## src/rtl/io_irq_ctrl_pkg.sv

```systemverilog
// io_irq_ctrl_pkg
//   Shared types and constants for the peripheral-bus interrupt controller.
//   - irq_state_t : controller FSM states
//   - *_OFS       : register offsets within the window (scaled by Address_Wording)
package io_irq_ctrl_pkg;

  typedef enum logic [1:0] {
    IDLE       = 2'd0,
    ASSERT     = 2'd1,
    IN_SERVICE = 2'd2
  } irq_state_t;

  localparam int PENDING_OFS = 0;
  localparam int ENABLE_OFS  = 1;
  localparam int VECTOR_OFS  = 2;
  localparam int EOI_OFS     = 3;
  localparam int SWTRIG_OFS  = 4;

endpackage

```

## src/rtl/io_irq_prio_enc.sv

```systemverilog
// io_irq_prio_enc
//   Combinational lowest-index priority encoder.
//   Ports:
//     req   in  WIDTH : request vector
//     valid out 1     : any request set
//     index out IDXW  : index of the lowest set request (0 when none)
module io_irq_prio_enc
  import io_irq_ctrl_pkg::*;
#(
  parameter int WIDTH = 8,
  parameter int IDXW  = 3
) (
  input  logic [WIDTH-1:0] req,
  output logic             valid,
  output logic [IDXW-1:0]  index
);

  // Scan high to low so the last (lowest) hit wins.
  always_comb begin
    valid = |req;
    index = '0;
    for (int i = WIDTH - 1; i >= 0; i--) begin
      if (req[i]) index = IDXW'(i);
    end
  end

endmodule

```

## src/rtl/io_irq_ctrl.sv

```systemverilog
// io_irq_ctrl
//   Interrupt controller for the CPU peripheral bus. Latches rising edges of
//   level irq lines as pending, picks the lowest enabled pending source and
//   sequences claim (VECTOR read) / end-of-interrupt (EOI write).
//   Ports:
//     clk_i           in  1             : clock
//     reset_i         in  1             : async active-high reset
//     address_i       in  address_width : bus address
//     data_i          in  data_width    : bus write data
//     rd_wr_i         in  1             : 0 = read, 1 = write
//     src_irq_i       in  Num_Sources   : peripheral irq lines (clk_i domain)
//     data_o          out data_width    : registered read data
//     take_controlr_o out 1             : read hit (registered)
//     take_controlw_o out 1             : write hit pulse (registered)
//     irq_o           out 1             : interrupt request, high in ASSERT
//   Registers at BaseAddress + n*Address_Wording:
//     0 PENDING (R/W1C), 1 ENABLE (R/W), 2 VECTOR (R, claim), 3 EOI (W),
//     4 SWTRIG (W, OR into PENDING)
module io_irq_ctrl
  import io_irq_ctrl_pkg::*;
#(
  parameter int unsigned BaseAddress     = 0,
  parameter int          address_width   = 16,
  parameter int          data_width      = 8,
  parameter int unsigned Address_Wording = 1,
  parameter int          Num_Sources     = 8
) (
  input  logic                     clk_i,
  input  logic                     reset_i,
  input  logic [address_width-1:0] address_i,
  input  logic [data_width-1:0]    data_i,
  input  logic                     rd_wr_i,
  input  logic [Num_Sources-1:0]   src_irq_i,
  output logic [data_width-1:0]    data_o,
  output logic                     take_controlr_o,
  output logic                     take_controlw_o,
  output logic                     irq_o
);

  localparam int NS   = Num_Sources;
  localparam int IDXW = (NS > 1) ? $clog2(NS) : 1;

  localparam logic [address_width-1:0] A_PEND =
    address_width'(BaseAddress + PENDING_OFS * Address_Wording);
  localparam logic [address_width-1:0] A_EN   =
    address_width'(BaseAddress + ENABLE_OFS * Address_Wording);
  localparam logic [address_width-1:0] A_VEC  =
    address_width'(BaseAddress + VECTOR_OFS * Address_Wording);
  localparam logic [address_width-1:0] A_EOI  =
    address_width'(BaseAddress + EOI_OFS * Address_Wording);
  localparam logic [address_width-1:0] A_SW   =
    address_width'(BaseAddress + SWTRIG_OFS * Address_Wording);

  irq_state_t      state;
  logic [NS-1:0]   pending, enable, src_q;
  logic [NS-1:0]   set_m, clr_m, pend_nx, en_nx, live_nx;
  logic [IDXW-1:0] vec, enc_idx;
  logic            enc_valid;
  logic            rd, wr, claim;
  logic            hit_pend, hit_en, hit_vec, hit_eoi, hit_sw;
  logic [data_width-1:0] rdata;

  assign rd       = ~rd_wr_i;
  assign wr       =  rd_wr_i;
  assign hit_pend = (address_i == A_PEND);
  assign hit_en   = (address_i == A_EN);
  assign hit_vec  = (address_i == A_VEC);
  assign hit_eoi  = (address_i == A_EOI);
  assign hit_sw   = (address_i == A_SW);

  // A VECTOR read while asserting is the claim; a held read only claims on
  // its first cycle because the FSM has left ASSERT by the second.
  assign claim = rd & hit_vec & (state == ASSERT);

  // Pending update: sets are OR'd in after clears so a same-cycle edge or
  // SWTRIG survives a W1C or claim of the same bit.
  always_comb begin
    set_m = src_irq_i & ~src_q;
    if (wr & hit_sw) set_m = set_m | data_i[NS-1:0];
    clr_m = '0;
    if (wr & hit_pend) clr_m = data_i[NS-1:0];
    if (claim)         clr_m = clr_m | (NS'(1) << vec);
    pend_nx = (pending & ~clr_m) | set_m;
    en_nx   = (wr & hit_en) ? data_i[NS-1:0] : enable;
    live_nx = pend_nx & en_nx;
  end

  io_irq_prio_enc #(
    .WIDTH (NS),
    .IDXW  (IDXW)
  ) u_prio (
    .req   (pending & enable),
    .valid (enc_valid),
    .index (enc_idx)
  );

  always_comb begin
    rdata = '0;
    if (hit_pend) begin
      rdata = data_width'(pending);
    end else if (hit_en) begin
      rdata = data_width'(enable);
    end else if (hit_vec) begin
      rdata[IDXW-1:0]     = vec;
      rdata[data_width-1] = (state == ASSERT);
    end
  end

  // Register file and bus response.
  always_ff @(posedge clk_i or posedge reset_i) begin
    if (reset_i) begin
      src_q           <= '0;
      pending         <= '0;
      enable          <= '0;
      data_o          <= '0;
      take_controlr_o <= 1'b0;
      take_controlw_o <= 1'b0;
    end else begin
      src_q           <= src_irq_i;
      pending         <= pend_nx;
      enable          <= en_nx;
      take_controlw_o <= wr & (hit_pend | hit_en | hit_eoi | hit_sw);
      // Read outputs hold across write cycles.
      if (rd) begin
        data_o          <= rdata;
        take_controlr_o <= hit_pend | hit_en | hit_vec;
      end
    end
  end

  // Claim / EOI sequencer. The ASSERT drop test looks at next-cycle
  // pending/enable so a disable or W1C withdraws irq_o at the write edge.
  always_ff @(posedge clk_i or posedge reset_i) begin
    if (reset_i) begin
      state <= IDLE;
      vec   <= '0;
      irq_o <= 1'b0;
    end else begin
      case (state)
        IDLE: begin
          if (enc_valid) begin
            state <= ASSERT;
            vec   <= enc_idx;
            irq_o <= 1'b1;
          end
        end
        ASSERT: begin
          if (claim) begin
            state <= IN_SERVICE;
            irq_o <= 1'b0;
          end else if (!live_nx[vec]) begin
            state <= IDLE;
            irq_o <= 1'b0;
          end
        end
        IN_SERVICE: begin
          if (wr & hit_eoi) state <= IDLE;
        end
        default: begin
          state <= IDLE;
          irq_o <= 1'b0;
        end
      endcase
    end
  end

endmodule

```

## config.mk

```make
export PLATFORM = sky130hd
export DESIGN_NAME = io_irq_ctrl
export DESIGN_NICKNAME = d
export VERILOG_FILES = /design/src/rtl/io_irq_ctrl_pkg.sv /design/src/rtl/io_irq_prio_enc.sv /design/src/rtl/io_irq_ctrl.sv
export SDC_FILE = /design/constraint.sdc
export NUM_CORES = 1
export LEC_CHECK = 0
export BUFFER_PORTS_ARGS = -buffer_cell sky130_fd_sc_hd__buf_2
export CAP_MARGIN = 10
export CELL_PAD_IN_SITES_DETAIL_PLACEMENT = 0
export CELL_PAD_IN_SITES_GLOBAL_PLACEMENT = 1
export CORE_MARGIN = 2
export CORE_UTILIZATION = 25
export CTS_BUF_LIST = sky130_fd_sc_hd__clkbuf_8
export DETAILED_ROUTE_END_ITERATION = 8
export PLACE_DENSITY_LB_ADDON = 0.1
export SLEW_MARGIN = 20
export SYNTH_ARGS = -nofsm -noshare
export SYNTH_HDL_FRONTEND = slang
export SYNTH_SLANG_ARGS = --single-unit
```

## constraint.sdc

```tcl
create_clock -name clk_i -period 2.95 [get_ports clk_i]
set_input_delay 0.1475 -clock clk_i [delete_from_list [all_inputs] [get_ports clk_i]]
set_output_delay 0.1475 -clock clk_i [all_outputs]
set_load 0.05 [all_outputs]
```

Yosys cells after proc, flatten, opt, wreduce, memory -nomap -nowiden. Index checks and enable logic that the tools add are counted.

Bitwise operators: 22. Mux-type cells: 29. Order comparisons: 1. Reduce and logical (&&, ||, !) cells: 6. Shifts and indexed selects: 1. Eq/ne operators: 9.

Operators with widths (count): $mux W8 (5); $and A8 B8 Y8 (4); $eq A16 B2 Y1 const B (2); $mux W3 (10); $or A8 B8 Y8 (3); $eq A16 B1 Y1 const B (1); $eq A16 B3 Y1 const B (1); $logic_not A16 Y1 (1); $not A8 Y8 (2); $mux W2 (4); $reduce_or A8 Y1 (1); $shl A1 B3 Y8 const A (1); $and A1 B1 Y1 (7); $mux W1 (6); $pmux W2 S3 (1); $reduce_and A3 Y1 (2); $lt A3 B4 Y1 const B (1); $mux W4 (1); $ne A2 B2 Y1 const B (2); $or A1 B1 Y1 (4); $bmux W1 S3 (1); $ne A3 B3 Y1 const B (1); $pmux W1 S3 (1); $eq A2 B1 Y1 const B (1); 4 further kinds (5).

Logic and storage cells: 77. Bits in registers: 40.

Depth between registers and ports, before layout. Gate-level depths: netlist of the first run.

Depth after elaboration: 14. Gate-level depth with buffers: 9. Depth with buffers taken out: 8.

By module. From an unflattened synthesis of the first run, not the netlist that was laid out.

Cell total of the unflattened synthesis: 251. Area, all modules: 2347.3 um^2.

Modules (own cells, without submodules): io_irq_ctrl (area an instance 2265.9 um^2, cells each 238, times used 1); io_irq_prio_enc (area an instance 81.3 um^2, cells each 13, times used 1).

Worst setup path after synthesis of the first run. No wires, ideal clock.

Kind: input to register. Start point: input address_i[0]. End point: register irq_o. Data required time: 2821 ps. Slack: 670 ps. Library setup time: 129 ps. Stages: 9. Arrival time: 2151 ps. Path through: or4b_1 > or3_1 > buf_2 > nor2_2 > nand3_1 > a221o_1 > and4b_1 > nor4_2 > o21ai_1.

Longest elaborated chain between the ends: 13. Elaborated cells on any way between the ends: 24. Classes of those cells: eq/ne (4); mux (8); bitwise (10); reduce/logical (2).

RTL lines: from (decl) (line io_irq_ctrl.sv:30) `input logic [address_width-1:0] address_i,`; $logic_not A16 Y1 (line io_irq_ctrl.sv:65) `assign hit_pend = (address_i == A_PEND);`; $and A1 B1 Y1 (line io_irq_ctrl.sv:81) `if (wr & hit_pend) clr_m = data_i[NS-1:0];`; $mux W8 (line io_irq_ctrl.sv:81); $or A8 B8 Y8 (line io_irq_ctrl.sv:82) `if (claim) clr_m = clr_m | (NS'(1) << vec);`; $mux W8 (line io_irq_ctrl.sv:82); $not A8 Y8 (line io_irq_ctrl.sv:83) `pend_nx = (pending & ~clr_m) | set_m;`; $and A8 B8 Y8 (line io_irq_ctrl.sv:83); $or A8 B8 Y8 * (line io_irq_ctrl.sv:83); via pend_nx[4] (line io_irq_ctrl.sv:56) `logic [NS-1:0] set_m, clr_m, pend_nx, en_nx, live_nx;`; $and A8 B8 Y8 * (line io_irq_ctrl.sv:85) `live_nx = pend_nx & en_nx;`; $bmux W1 S3 * (line io_irq_ctrl.sv:151) `end else if (!live_nx[vec]) begin`; $mux W1 (implied by the code) * (line io_irq_ctrl.sv:151); $ne A3 B3 Y1 (no source line) *; $reduce_and A3 Y1 (no source line) *; to (signal assigned) (line io_irq_ctrl.sv:150) `irq_o <= 1'b0;`; to (signal assigned) (line io_irq_ctrl.sv:153) `irq_o <= 1'b0;`; to (signal assigned) (line io_irq_ctrl.sv:161) `irq_o <= 1'b0;`; to (decl) (line io_irq_ctrl.sv:37) `output logic irq_o`.

Mark *: on every way through the listed nets, which the timed path passes. The rest lies on a longest branch. The select of a mux whose other input is x is not followed. A chain may end at the register's enable or synchronous reset.

Final worst setup path of the first run.
Start point: register state[1]. End point: register irq_o.

Longest elaborated chain between the ends: 11. Elaborated cells on any way between the ends: 17. Classes of those cells: eq/ne (4); mux (5); bitwise (6); reduce/logical (2).

RTL lines: from (decl) (line io_irq_ctrl.sv:54) `irq_state_t state;`; from (signal assigned) (line io_irq_ctrl.sv:135) `state <= IDLE;`; from (signal assigned) (line io_irq_ctrl.sv:142) `state <= ASSERT;`; from (signal assigned) (line io_irq_ctrl.sv:149) `state <= IN_SERVICE;`; $eq A2 B1 Y1 (line io_irq_ctrl.sv:73) `assign claim = rd & hit_vec & (state == ASSERT);`; $and A1 B1 Y1 (line io_irq_ctrl.sv:73); $mux W8 (line io_irq_ctrl.sv:82); $not A8 Y8 (line io_irq_ctrl.sv:83); $and A8 B8 Y8 (line io_irq_ctrl.sv:83); $or A8 B8 Y8 (line io_irq_ctrl.sv:83); via pend_nx[6] (line io_irq_ctrl.sv:56); $and A8 B8 Y8 (line io_irq_ctrl.sv:85); $bmux W1 S3 (line io_irq_ctrl.sv:151); $mux W1 (implied by the code) (line io_irq_ctrl.sv:151); $ne A3 B3 Y1 (no source line); $reduce_and A3 Y1 (no source line).

The timed path passes the listed nets, and every way through them passes these cells. The select of a mux whose other input is x is not followed.

==> tab_implementation.tex, run 1 <==
\begin{tabular}{lr}
\hline
Metric & Value \\
\hline
\multicolumn{2}{l}{\textbf{STA}} \\
\quad Least setup slack across all paths after layout & 0.421 ns \\
\quad Setup tns final & 0 ns \\
\quad Worst slew margin & 0.539 \\
\quad Transition at the pin with the smallest max-transition slack & 0.691 ns \\
\quad Fmax & 0.395 GHz \\
\quad Min Clock Period, post-route & 2.53 ns \\
\quad Period utilization & 0.857 \\
\quad Number of failing hold endpoints at the final stage & 0 \\
\quad Final Slew Violations & 0 \\
\quad Worst setup skew after layout & roughly 0.0074 ns \\
\quad Setup-violating endpoint count in the final report & 0 \\
\quad RSZ-0062 raised after global routing & no \\
\multicolumn{2}{l}{\textbf{Route}} \\
\quad DRC violation count after routing & 0 \\
\quad Final ANT Viol Nets & 0 \\
\quad First-pass detailed-route iteration total & 4 \\
\quad Routed vias/inst & 5.06 \\
\quad Routed WL per cell & 17.5 um \\
\quad Total wire length & around 7000 um \\
\quad Initial DRC Count & 74 \\
\quad Vias post-DR & around 2000 \\
\multicolumn{2}{l}{\textbf{Power and ir drop}} \\
\quad Switching power as a share of total power & 0.251 \\
\quad Leakage power summed over all cells & roughly 0.0012 uW \\
\quad Worst vdd ir & approximately 0.14 mV \\
\quad Sequential share of power & 0.532 \\
\quad Part of the power in the clock network & 0.374 \\
\quad Net switching power of the design & 263 uW \\
\quad Int Power & 784 uW \\
\quad Combinational cell fraction of total power & 0.094 \\
\quad Power per cell area & between 300 and 400 nW/um2 \\
\multicolumn{2}{l}{\textbf{Floorplan}} \\
\quad Floorplan die height & 97.0 um \\
\quad Starting density of the core & 0.261 \\
\quad Total number of placement rows & 33 \\
\quad Core area & 8300 um2 \\
\quad Chip width & 97.0 um \\
\quad Overall die area & 9410 um2 \\
\quad Count of boundary I/O pins & 46 \\
\multicolumn{2}{l}{\textbf{Placement}} \\
\quad Final RePlAce weighted congestion & 0.803 \\
\quad Worst setup slack before clock tree synthesis & 0.317 ns \\
\quad Count of placed standard cells including taps & 380 \\
\quad HPWL after detailed placement & between 5000 and 6000 um \\
\quad PortBufs & 45 \\
\quad Cell Area, Placed & between 2000 and 3000 um2 \\
\multicolumn{2}{l}{\textbf{Worst setup path}} \\
\quad Critical path, cell by cell & nand2b\_1, or3\_1, nor4\_1, o21ai\_0, and4b\_1, nor4\_2, o21ai\_1 \\
\quad Category of the worst setup path capture point & flop \\
\quad Kind of launch point of the worst setup path & flop \\
\quad Delay contributed by the slowest stage of the critical path & 0.49 ns \\
\quad Arrival @ worst endpoint & 2.72 ns \\
\quad Required time of the worst setup path & 3.14 ns \\
\quad Critical-path top delay cell & sky130\_fd\_sc\_hd\_\_or3\_1 \\
\quad Maximum fanout encountered on the critical timing path & 6 \\
\quad Critical Setup Path Class & reg -> reg \\
\multicolumn{2}{l}{\textbf{Global route}} \\
\quad Maximum number of pins on one net before global-route repair & 24 \\
\quad Initial antenna violation count & 0 \\
\quad Global routing usage summed across all routing layers & 0.153 \\
\quad Total congestion overflow after global routing & 0 \\
\quad Vias in the first global route & 2013 \\
\quad First-pass GRT wire length & about 11000 um \\
\multicolumn{2}{l}{\textbf{Clocking}} \\
\quad Root Buffer Master & sky130\_fd\_sc\_hd\_\_clkbuf\_8 \\
\quad Total clock buffers created by CTS & 5 \\
\quad H-tree level count & 2 \\
\quad TritonCTS clock tree & built \\
\quad Insertion delay to the later sink of the worst-skew pair & 0.30 ns \\
\quad Maximum clock insertion buffer count & 2 \\
\quad Clock slew at reported path FFs & 0.08 ns \\
\quad Sink Count & 40 \\
\multicolumn{2}{l}{\textbf{Synthesis}} \\
\quad Synth Area per Inst & 9.44 um2 \\
\quad Cell count after synthesis & 229 \\
\quad Count of different cell masters after synthesis & 42 \\
\quad Post-synth net total & 264 \\
\quad Synthesized area & 2160 um2 \\
\quad Count of yosys warnings during synthesis & 0 \\
\quad Post-synthesis register bit count & 40 \\
\quad Fraction of the yosys area taken by sequential cells & 0.463 \\
\multicolumn{2}{l}{\textbf{Status}} \\
\quad Outcome & finished, final reports clean \\
\multicolumn{2}{l}{\textbf{Layout}} \\
\quad Number of diodes added for antenna fixing & 0 \\
\quad Commonest non-fill, non-tap cell in the layout & sky130\_fd\_sc\_hd\_\_buf\_2 \\
\quad Highest-count cells in the layout ignoring fill and taps & sky130\_fd\_sc\_hd\_\_buf\_2, sky130\_fd\_sc\_hd\_\_dfrtp\_1, sky130\_fd\_sc\_hd\_\_nand2\_1 \\
\quad Final Net Count & 326 \\
\quad Area Overhead vs Synth & 27.1\% \\
\quad Fraction of final layout cells sized beyond drive strength 1 & 0.267 \\
\quad Non-filler cells, final & 397 \\
\quad Post-route cell area & between 2000 and 3000 um2 \\
\quad Fill cell count & 898 \\
\multicolumn{2}{l}{\textbf{Job}} \\
\quad Maximum Capacitance Violations & 0 \\
\multicolumn{2}{l}{\textbf{Hold path}} \\
\quad Type of the tightest min-delay check & in -> reg \\
\hline
\end{tabular}
==> per-stage QoR <==
| step | power [uW] | util | hold WS [ns] |
|---|---|---|---|
| finish | 1050 | 0.331 | 0.0864 |
| global route | 1100 | 0.331 | 0.0870 |
| CTS | 1070 | 0.331 | 0.0684 |
| global placement | 660 | 0.309 | 0.267 |
| floorplan | 606 | - | 0.179 |
| detailed placement | 659 | 0.309 | 0.271 |
==> synth_stat cells (all sizes together) <==
library cell | instances | share of area
and4b | 3 | 0.014
and2 | 2 | 0.0058
mux2i | 3 | 0.014
o31ai | 2 | 0.0069
nor2 | 12 | 0.025
a21o | 2 | 0.0069
mux2 | 10 | 0.052
o21ai | 23 | 0.053
buf | 1 | 0.0023
dfrtp | 40 | 0.46
o2111ai | 1 | 0.0041
nand4 | 4 | 0.012
o21a | 1 | 0.0035
a21oi | 12 | 0.028
nor3b | 2 | 0.0069
a211oi | 2 | 0.0069
nor3 | 5 | 0.012
a221o | 3 | 0.014
and3 | 3 | 0.0087
nand2 | 24 | 0.042
clkbuf | 10 | 0.018
nor4 | 8 | 0.035
a22oi | 9 | 0.031
or3 | 4 | 0.012
a21boi | 1 | 0.0035
nand3 | 6 | 0.016
o22ai | 3 | 0.0087
a222oi | 2 | 0.0093
a32oi | 7 | 0.028
nor4b | 1 | 0.0041
nand2b | 4 | 0.012
o41ai | 1 | 0.0041
or4b | 1 | 0.0046
nor2b | 4 | 0.012
inv | 13 | 0.023
==> cells by family (layout without fill, tap and decap cells) <==
| kind of cell | Yosys count | count (layout) | share of synthesized area |
|---|---|---|---|
| mux | 13 | 13 | 0.0660 |
| compound gates | 69 | 69 | 0.208 |
| flops | 40 | 40 | 0.463 |
| simple gates | 83 | 83 | 0.220 |
| buf+inv | 24 | 87 | 0.0428 |
==> area by class of cell <==
type                       count  area [um2]  share of cell area
multi-input combinational    165        1070               0.389
sequential                    40        1000               0.364
clock inverter                 2        10.0             0.00364
clock buffer                   6        82.6              0.0301
tap                          105         131              0.0478
timing repair buffer          66         405               0.148
inverter                      13        48.8              0.0178
==> critical path, delay by kind of cell (launching register included) <==
kind	cells	cell delay, ns
simple gates	5	1.69
flops	1	0.42
compound gates	2	0.30
==> repair_timing <==
action	CTS	global route
gates resized for setup	0	0
hold endpoints to repair	24	0
buffers inserted	0	0
endpoints found under the setup margin	0	0
hold buffers	9	0
==> registers in the layout (all words and copies together) (netlist names) <==
| signal | cells |
|---|---|
| irq_o | 1 |
| src_q | 8 |
| take_controlw_o | 1 |
| data_o | 8 |
| vec | 3 |
| state | 2 |
| pending | 8 |
| take_controlr_o | 1 |
| enable | 8 |
==> power groups by stage <==
stage	logic (uW)	clock network (uW)	registers (uW)
2_1_floorplan	37.6	0	568
3_3_place_gp	91.5	0	568
3_5_place_dp	90.9	0	568
4_1_cts	100	414	557
5_1_grt	110	431	558
6_report	98.1	392	557
==> routing by layer <==
metal | wire length [um] | GRT usage | up-vias | part of all wire
li1 | - | - | 980 | -
met1 | 3160 | 0.209 | 964 | 0.46
met2 | 3300 | 0.244 | 60 | 0.48
met3 | 400 | 0.0354 | 4 | 0.058
met4 | 65 | 0.0423 | 0 | 0.0094
met5 | 0 | 0 | - | 0
==> final timing paths <==
check / slack (ns) / cells past startpoint / startpoint / endpoint
min reg2reg: 0.48 / 1 / take_controlr_o / take_controlr_o
min in group asynchronous: 0.48 / 3 / reset_i / data_o[2]
max in group asynchronous: 1.76 / 4 / reset_i / pending[0]
min: 0.09 / 2 / address_i[3] / take_controlw_o
max reg2reg: 0.42 / 7 / state[1] / irq_o
max: 0.42 / 7 / state[1] / irq_o
(Power assumes the default switching activity.)
==> run 2: changes to the inputs <==
--- a/config.mk
+++ b/config.mk
@@ -7,13 +7,11 @@
 export LEC_CHECK = 0
 export BUFFER_PORTS_ARGS = -buffer_cell sky130_fd_sc_hd__buf_2
 export CAP_MARGIN = 10
-export CELL_PAD_IN_SITES_DETAIL_PLACEMENT = 0
-export CELL_PAD_IN_SITES_GLOBAL_PLACEMENT = 1
 export CORE_MARGIN = 2
 export CORE_UTILIZATION = 25
 export CTS_BUF_LIST = sky130_fd_sc_hd__clkbuf_8
 export DETAILED_ROUTE_END_ITERATION = 8
-export PLACE_DENSITY_LB_ADDON = 0.1
+export PLACE_DENSITY = 0.43
 export SLEW_MARGIN = 20
 export SYNTH_ARGS = -nofsm -noshare
 export SYNTH_HDL_FRONTEND = slang
==> tab_implementation.tex, run 2 (synthesis results as in run 1) <==
\begin{tabular}{lr}
\hline
Metric & Value \\
\hline
\multicolumn{2}{l}{\textbf{Route}} \\
\quad DRC violation count after routing & 0 (unchanged) \\
\quad Total wire length & 6570 um (-5.2\%) \\
\quad Initial DRC Count & 136 (+84\%) \\
\quad First-pass detailed-route iteration total & 4 (unchanged) \\
\quad Final ANT Viol Nets & 0 (unchanged) \\
\quad Routed WL per cell & 16.6 um (-4.8\%) \\
\quad Routed vias/inst & 5.14 (+1.7\%) \\
\quad Vias post-DR & 2032 (+1.2\%) \\
\multicolumn{2}{l}{\textbf{Power and ir drop}} \\
\quad Power per cell area & 405 nW/um2 (+6.4\%) \\
\quad Worst vdd ir & 0.185 mV (+28\%) \\
\quad PnR Total Power & 1120 uW (+6.5\%) \\
\quad Leakage power summed over all cells & 0.00123 uW (-0.57\%) \\
\multicolumn{2}{l}{\textbf{Layout}} \\
\quad Final Net Count & 324 (-0.61\%) \\
\quad Fill cell count & 857 (-4.6\%) \\
\quad Non-filler cells, final & 395 (-0.50\%) \\
\quad Highest-count cells in the layout ignoring fill and taps & sky130\_fd\_sc\_hd\_\_buf\_2, sky130\_fd\_sc\_hd\_\_dfrtp\_1, sky130\_fd\_sc\_hd\_\_nand2\_1 \\
\quad Commonest non-fill, non-tap cell in the layout & sky130\_fd\_sc\_hd\_\_buf\_2 \\
\quad Number of diodes added for antenna fixing & 0 (unchanged) \\
\quad Area Overhead vs Synth & 27.3\% \\
\quad Fraction of final layout cells sized beyond drive strength 1 & 0.262 (-0.00505) \\
\multicolumn{2}{l}{\textbf{STA}} \\
\quad RSZ-0062 raised after global routing & no \\
\quad Transition at the pin with the smallest max-transition slack & 0.555 ns (-0.136 ns) \\
\quad Period utilization & 0.840 (-0.0168) \\
\quad Number of failing hold endpoints at the final stage & 0 (unchanged) \\
\quad Min Clock Period, post-route & 2.48 ns (-0.0496 ns) \\
\quad Worst Hold Margin & 0.0784 ns (-0.00805 ns) \\
\quad Final Slew Violations & 0 (unchanged) \\
\quad Setup tns final & 0 ns (unchanged) \\
\quad Worst slew margin & 0.625 (+0.0862) \\
\quad Fmax & 0.403 GHz (+2.0\%) \\
\quad Worst setup skew after layout & 0.00691 ns (-0.000452 ns) \\
\quad Setup-violating endpoint count in the final report & 0 (unchanged) \\
\multicolumn{2}{l}{\textbf{Global route}} \\
\quad Global routing usage summed across all routing layers & 0.145 (-0.00822) \\
\quad Maximum number of pins on one net before global-route repair & 41 (+71\%) \\
\quad First-pass GRT wire length & 10900 um (-2.8\%) \\
\quad Initial antenna violation count & 0 (unchanged) \\
\quad Total congestion overflow after global routing & 0 (unchanged) \\
\quad Vias in the first global route & 1969 (-2.2\%) \\
\multicolumn{2}{l}{\textbf{Clocking}} \\
\quad Number of buffers inserted by post-CTS setup repair & 0 (unchanged) \\
\quad Insertion delay to the later sink of the worst-skew pair & 0.30 ns (about the same) \\
\quad TritonCTS clock tree & built \\
\quad H-tree level count & 2 (unchanged) \\
\quad Maximum clock insertion buffer count & 2 (unchanged) \\
\quad Total clock buffers created by CTS & 5 (unchanged) \\
\quad Clock slew at reported path FFs & 0.09 ns (about the same) \\
\quad Sink Count & 40 (unchanged) \\
\quad Root Buffer Master & sky130\_fd\_sc\_hd\_\_clkbuf\_8 \\
\quad Gates resized, CTS repair & 0 (unchanged) \\
\multicolumn{2}{l}{\textbf{Placement}} \\
\quad PortBufs & 45 (unchanged) \\
\quad HPWL after detailed placement & 5060 um (-5.1\%) \\
\quad Final RePlAce weighted congestion & 0.826 (+2.9\%) \\
\quad Count of placed standard cells including taps & 378 (-0.53\%) \\
\multicolumn{2}{l}{\textbf{Worst setup path}} \\
\quad Family with the most delay on the worst path & simple AND/OR/NAND/NOR gates \\
\quad Delay contributed by the slowest stage of the critical path & 0.49 ns (about the same) \\
\quad Kind of launch point of the worst setup path & flop \\
\quad Critical Setup Path Class & reg -> reg \\
\quad Critical path, cell by cell & nand2b\_1, or3\_1, nor2\_2, nand3\_1, a221o\_1, and4b\_1, nor4\_2, o21ai\_1 \\
\quad Required time of the worst setup path & 3.13 ns (about the same) \\
\quad R2R Path Start & state[1] \\
\quad Critical path buffer and inverter count & 0 (unchanged) \\
\quad Critical path origin & state[1] \\
\quad Maximum fanout encountered on the critical timing path & 6 (unchanged) \\
\quad Arrival @ worst endpoint & 2.66 ns (-0.06 ns) \\
\quad Critical-path top delay cell & sky130\_fd\_sc\_hd\_\_or3\_1 \\
\quad Category of the worst setup path capture point & flop \\
\multicolumn{2}{l}{\textbf{Hold path}} \\
\quad Beginning of the worst hold path & address\_i[3] \\
\quad Type of the tightest min-delay check & in -> reg \\
\multicolumn{2}{l}{\textbf{Floorplan}} \\
\quad Chip width & 97.0 um (unchanged) \\
\quad Core area & 8300 um2 (unchanged) \\
\quad Count of boundary I/O pins & 46 (unchanged) \\
\quad Starting density of the core & 0.261 (unchanged) \\
\quad Overall die area & 9410 um2 (unchanged) \\
\quad Total number of placement rows & 33 (unchanged) \\
\quad Floorplan die height & 97.0 um (unchanged) \\
\multicolumn{2}{l}{\textbf{Status}} \\
\quad Outcome & finished, final reports clean \\
\multicolumn{2}{l}{\textbf{Job}} \\
\quad Maximum Capacitance Violations & 0 (unchanged) \\
\hline
\end{tabular}
## run 2: cell types whose count changed in the layout (fill, tap and decap cells not counted)
cell and delta:
sky130_fd_sc_hd__bufinv_16 +1, sky130_fd_sc_hd__clkinv_2 -1, sky130_fd_sc_hd__clkbuf_8 -1, sky130_fd_sc_hd__buf_4 -2
sky130_fd_sc_hd__clkinvlp_4 +1
## run 2: per-stage QoR
stage	utilization	instance area (um2)	worst slack [ns]
finish	0.332	2750	0.471
global route	0.332	2750	0.272
CTS	0.332	2750	0.453
detailed placement	0.307	2550	0.332
global placement	0.307	2550	0.372
floorplan	-	2160	0.670
## run 2: layer usage
metal,up-vias,routed length [um],track usage
li1,974,-,-
met1,974,3130,0.209
met2,75,2950,0.221
met3,9,407,0.0282
met4,0,85,0.0423
met5,-,0,0
## run 2: path summary, 6_finish.rpt
path | slack (ns) | to | cells after the start
worst max-delay path | 0.47 | irq_o | 8
worst min-delay path | 0.08 | take_controlw_o | 2
worst max register to register | 0.47 | irq_o | 8
worst min register to register | 0.48 | take_controlr_o | 1
max in group asynchronous | 2.06 | src_q[7] | 4
min in group asynchronous | 0.51 | data_o[6] | 4
## run 2: layout make-up
| cell class | count | area (um2) | share of cell area |
|---|---|---|---|
| clock inverters | 3 | 42.5 | 0.0155 |
| multi-input cells | 165 | 1070 | 0.388 |
| well taps | 105 | 131 | 0.0477 |
| flip-flops and latches | 40 | 1000 | 0.364 |
| repair buffers | 64 | 390 | 0.142 |
| inverters | 13 | 48.8 | 0.0177 |
| clock buffers | 5 | 68.8 | 0.0250 |
## run 2: worst register-to-register path, delay by kind of cell (launching register included)
| family | cells | cell delay (ns) |
|---|---|---|
| simple gates | 6 | 1.45 |
| flops | 1 | 0.43 |
| compound gates | 2 | 0.50 |
## run 2: power breakdown
group	leakage (uW)	switching, uW	internal, uW
combinational	0.000687	54.3	41.9
sequential	0.000493	2.84	554
clock	0.0000541	212	251
total	0.00123	269	847
## run 2: timing repair
action | CTS | global route
hold buffers | 9 | 0
setup endpoints to repair | 0 | 0
endpoints found under the hold margin | 31 | 0
==> run 3: changes to the inputs <==
--- a/config.mk
+++ b/config.mk
@@ -5,13 +5,14 @@
 export SDC_FILE = /design/constraint.sdc
 export NUM_CORES = 1
 export LEC_CHECK = 0
+export ABC_AREA = 1
 export BUFFER_PORTS_ARGS = -buffer_cell sky130_fd_sc_hd__buf_2
 export CAP_MARGIN = 10
 export CORE_MARGIN = 2
 export CORE_UTILIZATION = 25
 export CTS_BUF_LIST = sky130_fd_sc_hd__clkbuf_8
 export DETAILED_ROUTE_END_ITERATION = 8
-export PLACE_DENSITY = 0.43
+export PLACE_DENSITY = 0.44
 export SLEW_MARGIN = 20
 export SYNTH_ARGS = -nofsm -noshare
 export SYNTH_HDL_FRONTEND = slang
==> constraint.sdc (replaced) <==
create_clock -name clk_i -period 2 [get_ports clk_i]
set_input_delay 0.1 -clock clk_i [delete_from_list [all_inputs] [get_ports clk_i]]
set_output_delay 0.1 -clock clk_i [all_outputs]
set_load 0.05 [all_outputs]
==> tab_implementation.tex, run 3 <==
\begin{tabular}{lr}
\hline
Metric & Value \\
\hline
\multicolumn{2}{l}{\textbf{Status}} \\
\quad Outcome & finished, final reports clean \\
\multicolumn{2}{l}{\textbf{Power and ir drop}} \\
\quad Int Power & 1410 uW (+67\%) \\
\quad Sequential share of power & 0.447 (-0.052) \\
\quad PnR Total Power & 2010 uW (+80\%) \\
\quad Switching power as a share of total power & 0.295 (+0.0539) \\
\quad Part of the power in the clock network & 0.369 (-0.045) \\
\quad Leakage power summed over all cells & 0.00160 uW (+30\%) \\
\quad Power per cell area & 707 nW/um2 (+75\%) \\
\quad Net switching power of the design & 591 uW (+120\%) \\
\quad Worst vdd ir & 0.292 mV (+58\%) \\
\quad Combinational cell fraction of total power & 0.184 (+0.098) \\
\multicolumn{2}{l}{\textbf{Worst setup path}} \\
\quad Critical path's most frequent cell & sky130\_fd\_sc\_hd\_\_nand2\_1 \\
\quad Critical path, cell by cell & nor2\_2, inv\_1, nor2\_4, nand3\_1, nand2\_1, nand2\_2, nand2\_1, nand2\_1, nand2\_1, o21ai\_1, nand3\_1, nand2\_1, nand2\_1, nand2\_1 \\
\quad Arrival @ worst endpoint & 1.96 ns (-0.70 ns) \\
\quad Critical-path top delay cell & sky130\_fd\_sc\_hd\_\_dfrtp\_1 \\
\quad Critical Setup Path Class & reg -> reg \\
\quad Category of the worst setup path capture point & flop \\
\quad Required time of the worst setup path & 2.19 ns (-0.94 ns) \\
\quad Family with the most delay on the worst path & simple AND/OR/NAND/NOR gates \\
\quad Delay contributed by the slowest stage of the critical path & 0.42 ns (-0.07 ns) \\
\quad Critical path buffer and inverter count & 1 (+1) \\
\quad Maximum fanout encountered on the critical timing path & 5 (-1) \\
\quad Kind of launch point of the worst setup path & flop \\
\multicolumn{2}{l}{\textbf{Route}} \\
\quad Final ANT Viol Nets & 0 (unchanged) \\
\quad Vias post-DR & 2080 (+2.4\%) \\
\quad Total wire length & 6180 um (-6.0\%) \\
\quad Routed WL per cell & 12.5 um (-25\%) \\
\quad First-pass detailed-route iteration total & 4 (unchanged) \\
\quad DRC violation count after routing & 0 (unchanged) \\
\quad Initial DRC Count & 95 (-30\%) \\
\quad Routed vias/inst & 4.22 (-18\%) \\
\multicolumn{2}{l}{\textbf{Global route}} \\
\quad Busiest layer in global routing & met2 \\
\quad Initial antenna violation count & 0 (unchanged) \\
\quad Total congestion overflow after global routing & 0 (unchanged) \\
\quad First-pass GRT wire length & 10000 um (-8.1\%) \\
\quad GR Layer Usage met3 & 0.0281 (-0.000122) \\
\quad Vias in the first global route & 2084 (+5.8\%) \\
\quad Maximum number of pins on one net before global-route repair & 41 (unchanged) \\
\quad Met1 GRT Util & 0.182 (-0.0275) \\
\quad Global routing usage summed across all routing layers & 0.133 (-0.0117) \\
\quad Global-route track usage on met2 & 0.215 (-0.00524) \\
\multicolumn{2}{l}{\textbf{Clocking}} \\
\quad Total clock buffers created by CTS & 5 (unchanged) \\
\quad Sink Count & 40 (unchanged) \\
\quad H-tree level count & 2 (unchanged) \\
\quad Root Buffer Master & sky130\_fd\_sc\_hd\_\_clkbuf\_8 \\
\quad Clock slew at reported path FFs & 0.08 ns (about the same) \\
\quad Insertion delay to the later sink of the worst-skew pair & 0.30 ns (about the same) \\
\quad TritonCTS clock tree & built \\
\quad Maximum clock insertion buffer count & 2 (unchanged) \\
\multicolumn{2}{l}{\textbf{Synthesis}} \\
\quad Count of different cell masters after synthesis & 25 (-40\%) \\
\quad Synth Area per Inst & 6.96 um2 (-26\%) \\
\quad Most numerous cell in the Yosys netlist & sky130\_fd\_sc\_hd\_\_nand2\_1 \\
\quad Post-synth net total & 350 (+33\%) \\
\quad Top cells by instance count after synthesis & sky130\_fd\_sc\_hd\_\_nand2\_1, sky130\_fd\_sc\_hd\_\_inv\_1, sky130\_fd\_sc\_hd\_\_nor2\_1 \\
\quad EDFF count, synth & 0 (unchanged) \\
\quad Cell types with the largest area share after synthesis & sky130\_fd\_sc\_hd\_\_dfrtp\_1, sky130\_fd\_sc\_hd\_\_nand2\_1, sky130\_fd\_sc\_hd\_\_inv\_1, sky130\_fd\_sc\_hd\_\_nor2\_1, sky130\_fd\_sc\_hd\_\_o22ai\_1 \\
\quad Cell count after synthesis & 315 (+38\%) \\
\quad Share of async-settable or async-resettable flops after synthesis & 1.00 (unchanged) \\
\quad Fraction of the yosys area taken by sequential cells & 0.456 (-0.00660) \\
\quad Post-synthesis register bit count & 40 (unchanged) \\
\quad Primary flip-flop cell chosen by synthesis mapping & sky130\_fd\_sc\_hd\_\_dfrtp\_1 \\
\quad Count of yosys warnings during synthesis & 0 (unchanged) \\
\quad Synthesized area & 2190 um2 (+1.4\%) \\
\quad Biggest area consumer among synthesized cells & sky130\_fd\_sc\_hd\_\_dfrtp\_1 \\
\quad Share of the synthesized area in the top cell type & 0.456 (-0.00660) \\
\multicolumn{2}{l}{\textbf{STA}} \\
\quad Fmax & 0.564 GHz (+40\%) \\
\quad RSZ-0062 raised after global routing & no \\
\quad Setup-violating endpoint count in the final report & 0 (unchanged) \\
\quad Period utilization & 0.886 (+0.0453) \\
\quad Worst setup skew after layout & 0.00655 ns (-0.000366 ns) \\
\quad Transition at the pin with the smallest max-transition slack & 0.524 ns (-0.0309 ns) \\
\quad Number of failing hold endpoints at the final stage & 0 (unchanged) \\
\quad Min Clock Period, post-route & 1.77 ns (-0.708 ns) \\
\quad Setup tns final & 0 ns (unchanged) \\
\quad Worst slew margin & 0.650 (+0.0254) \\
\quad Final Slew Violations & 0 (unchanged) \\
\multicolumn{2}{l}{\textbf{Layout}} \\
\quad Commonest non-fill, non-tap cell in the layout & sky130\_fd\_sc\_hd\_\_nand2\_1 \\
\quad Fill cell count & 943 (+10\%) \\
\quad Final Net Count & 419 (+29\%) \\
\quad Fraction of final layout cells sized beyond drive strength 1 & 0.195 (-0.0673) \\
\quad Number of diodes added for antenna fixing & 0 (unchanged) \\
\quad Highest-count cells in the layout ignoring fill and taps & sky130\_fd\_sc\_hd\_\_nand2\_1, sky130\_fd\_sc\_hd\_\_inv\_1, sky130\_fd\_sc\_hd\_\_buf\_2 \\
\quad Non-filler cells, final & 493 (+25\%) \\
\quad Area Overhead vs Synth & 29.3\% \\
\quad Post-route cell area & 2840 um2 (+3.0\%) \\
\multicolumn{2}{l}{\textbf{Floorplan}} \\
\quad Starting density of the core & 0.255 (-0.00527) \\
\quad Overall die area & 9540 um2 (+1.4\%) \\
\quad Floorplan die height & 97.7 um (+0.69\%) \\
\quad Total number of placement rows & 34 (+3.0\%) \\
\quad Count of boundary I/O pins & 46 (unchanged) \\
\quad Chip width & 97.7 um (+0.69\%) \\
\quad Core area & 8590 um2 (+3.5\%) \\
\multicolumn{2}{l}{\textbf{Placement}} \\
\quad PortBufs & 45 (unchanged) \\
\quad Cell Area, Placed & 2610 um2 (+2.4\%) \\
\quad Final RePlAce weighted congestion & 0.830 (+0.45\%) \\
\quad Count of placed standard cells including taps & 475 (+26\%) \\
\quad HPWL after detailed placement & 4650 um (-8.1\%) \\
\multicolumn{2}{l}{\textbf{Job}} \\
\quad Maximum Capacitance Violations & 0 (unchanged) \\
\multicolumn{2}{l}{\textbf{Hold path}} \\
\quad Type of the tightest min-delay check & in -> reg \\
\hline
\end{tabular}
## run 3: cells by family (layout without fill, tap and decap cells)
logic type / Yosys count / in the layout / synth area share
flops: 40 / 40 / 0.456
compound gates: 48 / 48 / 0.126
simple gates: 156 / 157 / 0.293
buf+inv: 71 / 140 / 0.125
## run 3: worst min-delay path: cells and delay by family
kind,cells,cell delay [ns]
AO/OA/AOI/OAI,1,0.06
buffers and inverters,2,0.15
## run 3: stage by stage
step	utilization	setup WS, ns	hold slack [ns]
CTS	0.329	0.130	0.0366
global placement	0.304	0.108	0.223
floorplan	-	0.476	0.131
detailed placement	0.304	0.108	0.225
finish	0.330	0.228	0.0478
global route	0.330	0.0000346	0.0561
## run 3: worst paths after layout
path	startpoint	slack [ns]	cells past startpoint	endpoint
max	state[1]	0.23	14	irq_o
min	data_i[2]	0.05	3	enable[2]
max reg2reg	state[1]	0.23	14	irq_o
min reg2reg	data_o[3]	0.48	2	data_o[3]
max in group asynchronous	reset_i	1.17	4	pending[1]
min in group asynchronous	reset_i	0.47	4	data_o[3]
## run 3: power groups by stage
| stage | clock (uW) | sequential [uW] | combinational [uW] |
|---|---|---|---|
| floorplan | 0 | 939 | 188 |
| global placement | 0 | 913 | 347 |
| detailed placement | 0 | 910 | 347 |
| CTS | 763 | 896 | 363 |
| global route | 790 | 905 | 417 |
| finish | 740 | 896 | 370 |
## run 3: cell type report
cell class                 count  area, um2  share of cell area
timing repair buffer          64        390               0.138
multi-input combinational    205        927               0.327
sequential                    40       1000               0.353
clock buffer                   7       96.3              0.0340
inverter                      68        255              0.0900
clock inverter                 1       30.0              0.0106
tap                          108        135              0.0477
## run 3: timing repair
item / 4_1_cts / 5_1_grt
hold buffers: 9 / 0
endpoints found under the hold margin: 48 / 0
buffers inserted: 0 / 0
resized for setup: 0 / 1
endpoints found under the setup margin: 0 / 1
## run 3: layer usage
| metal | up-vias | wire length (um) |
|---|---|---|
| li1 | 1107 | - |
| met1 | 939 | 3150 |
| met2 | 30 | 2770 |
| met3 | 4 | 180 |
| met4 | 0 | 75 |
| met5 | - | 0 |
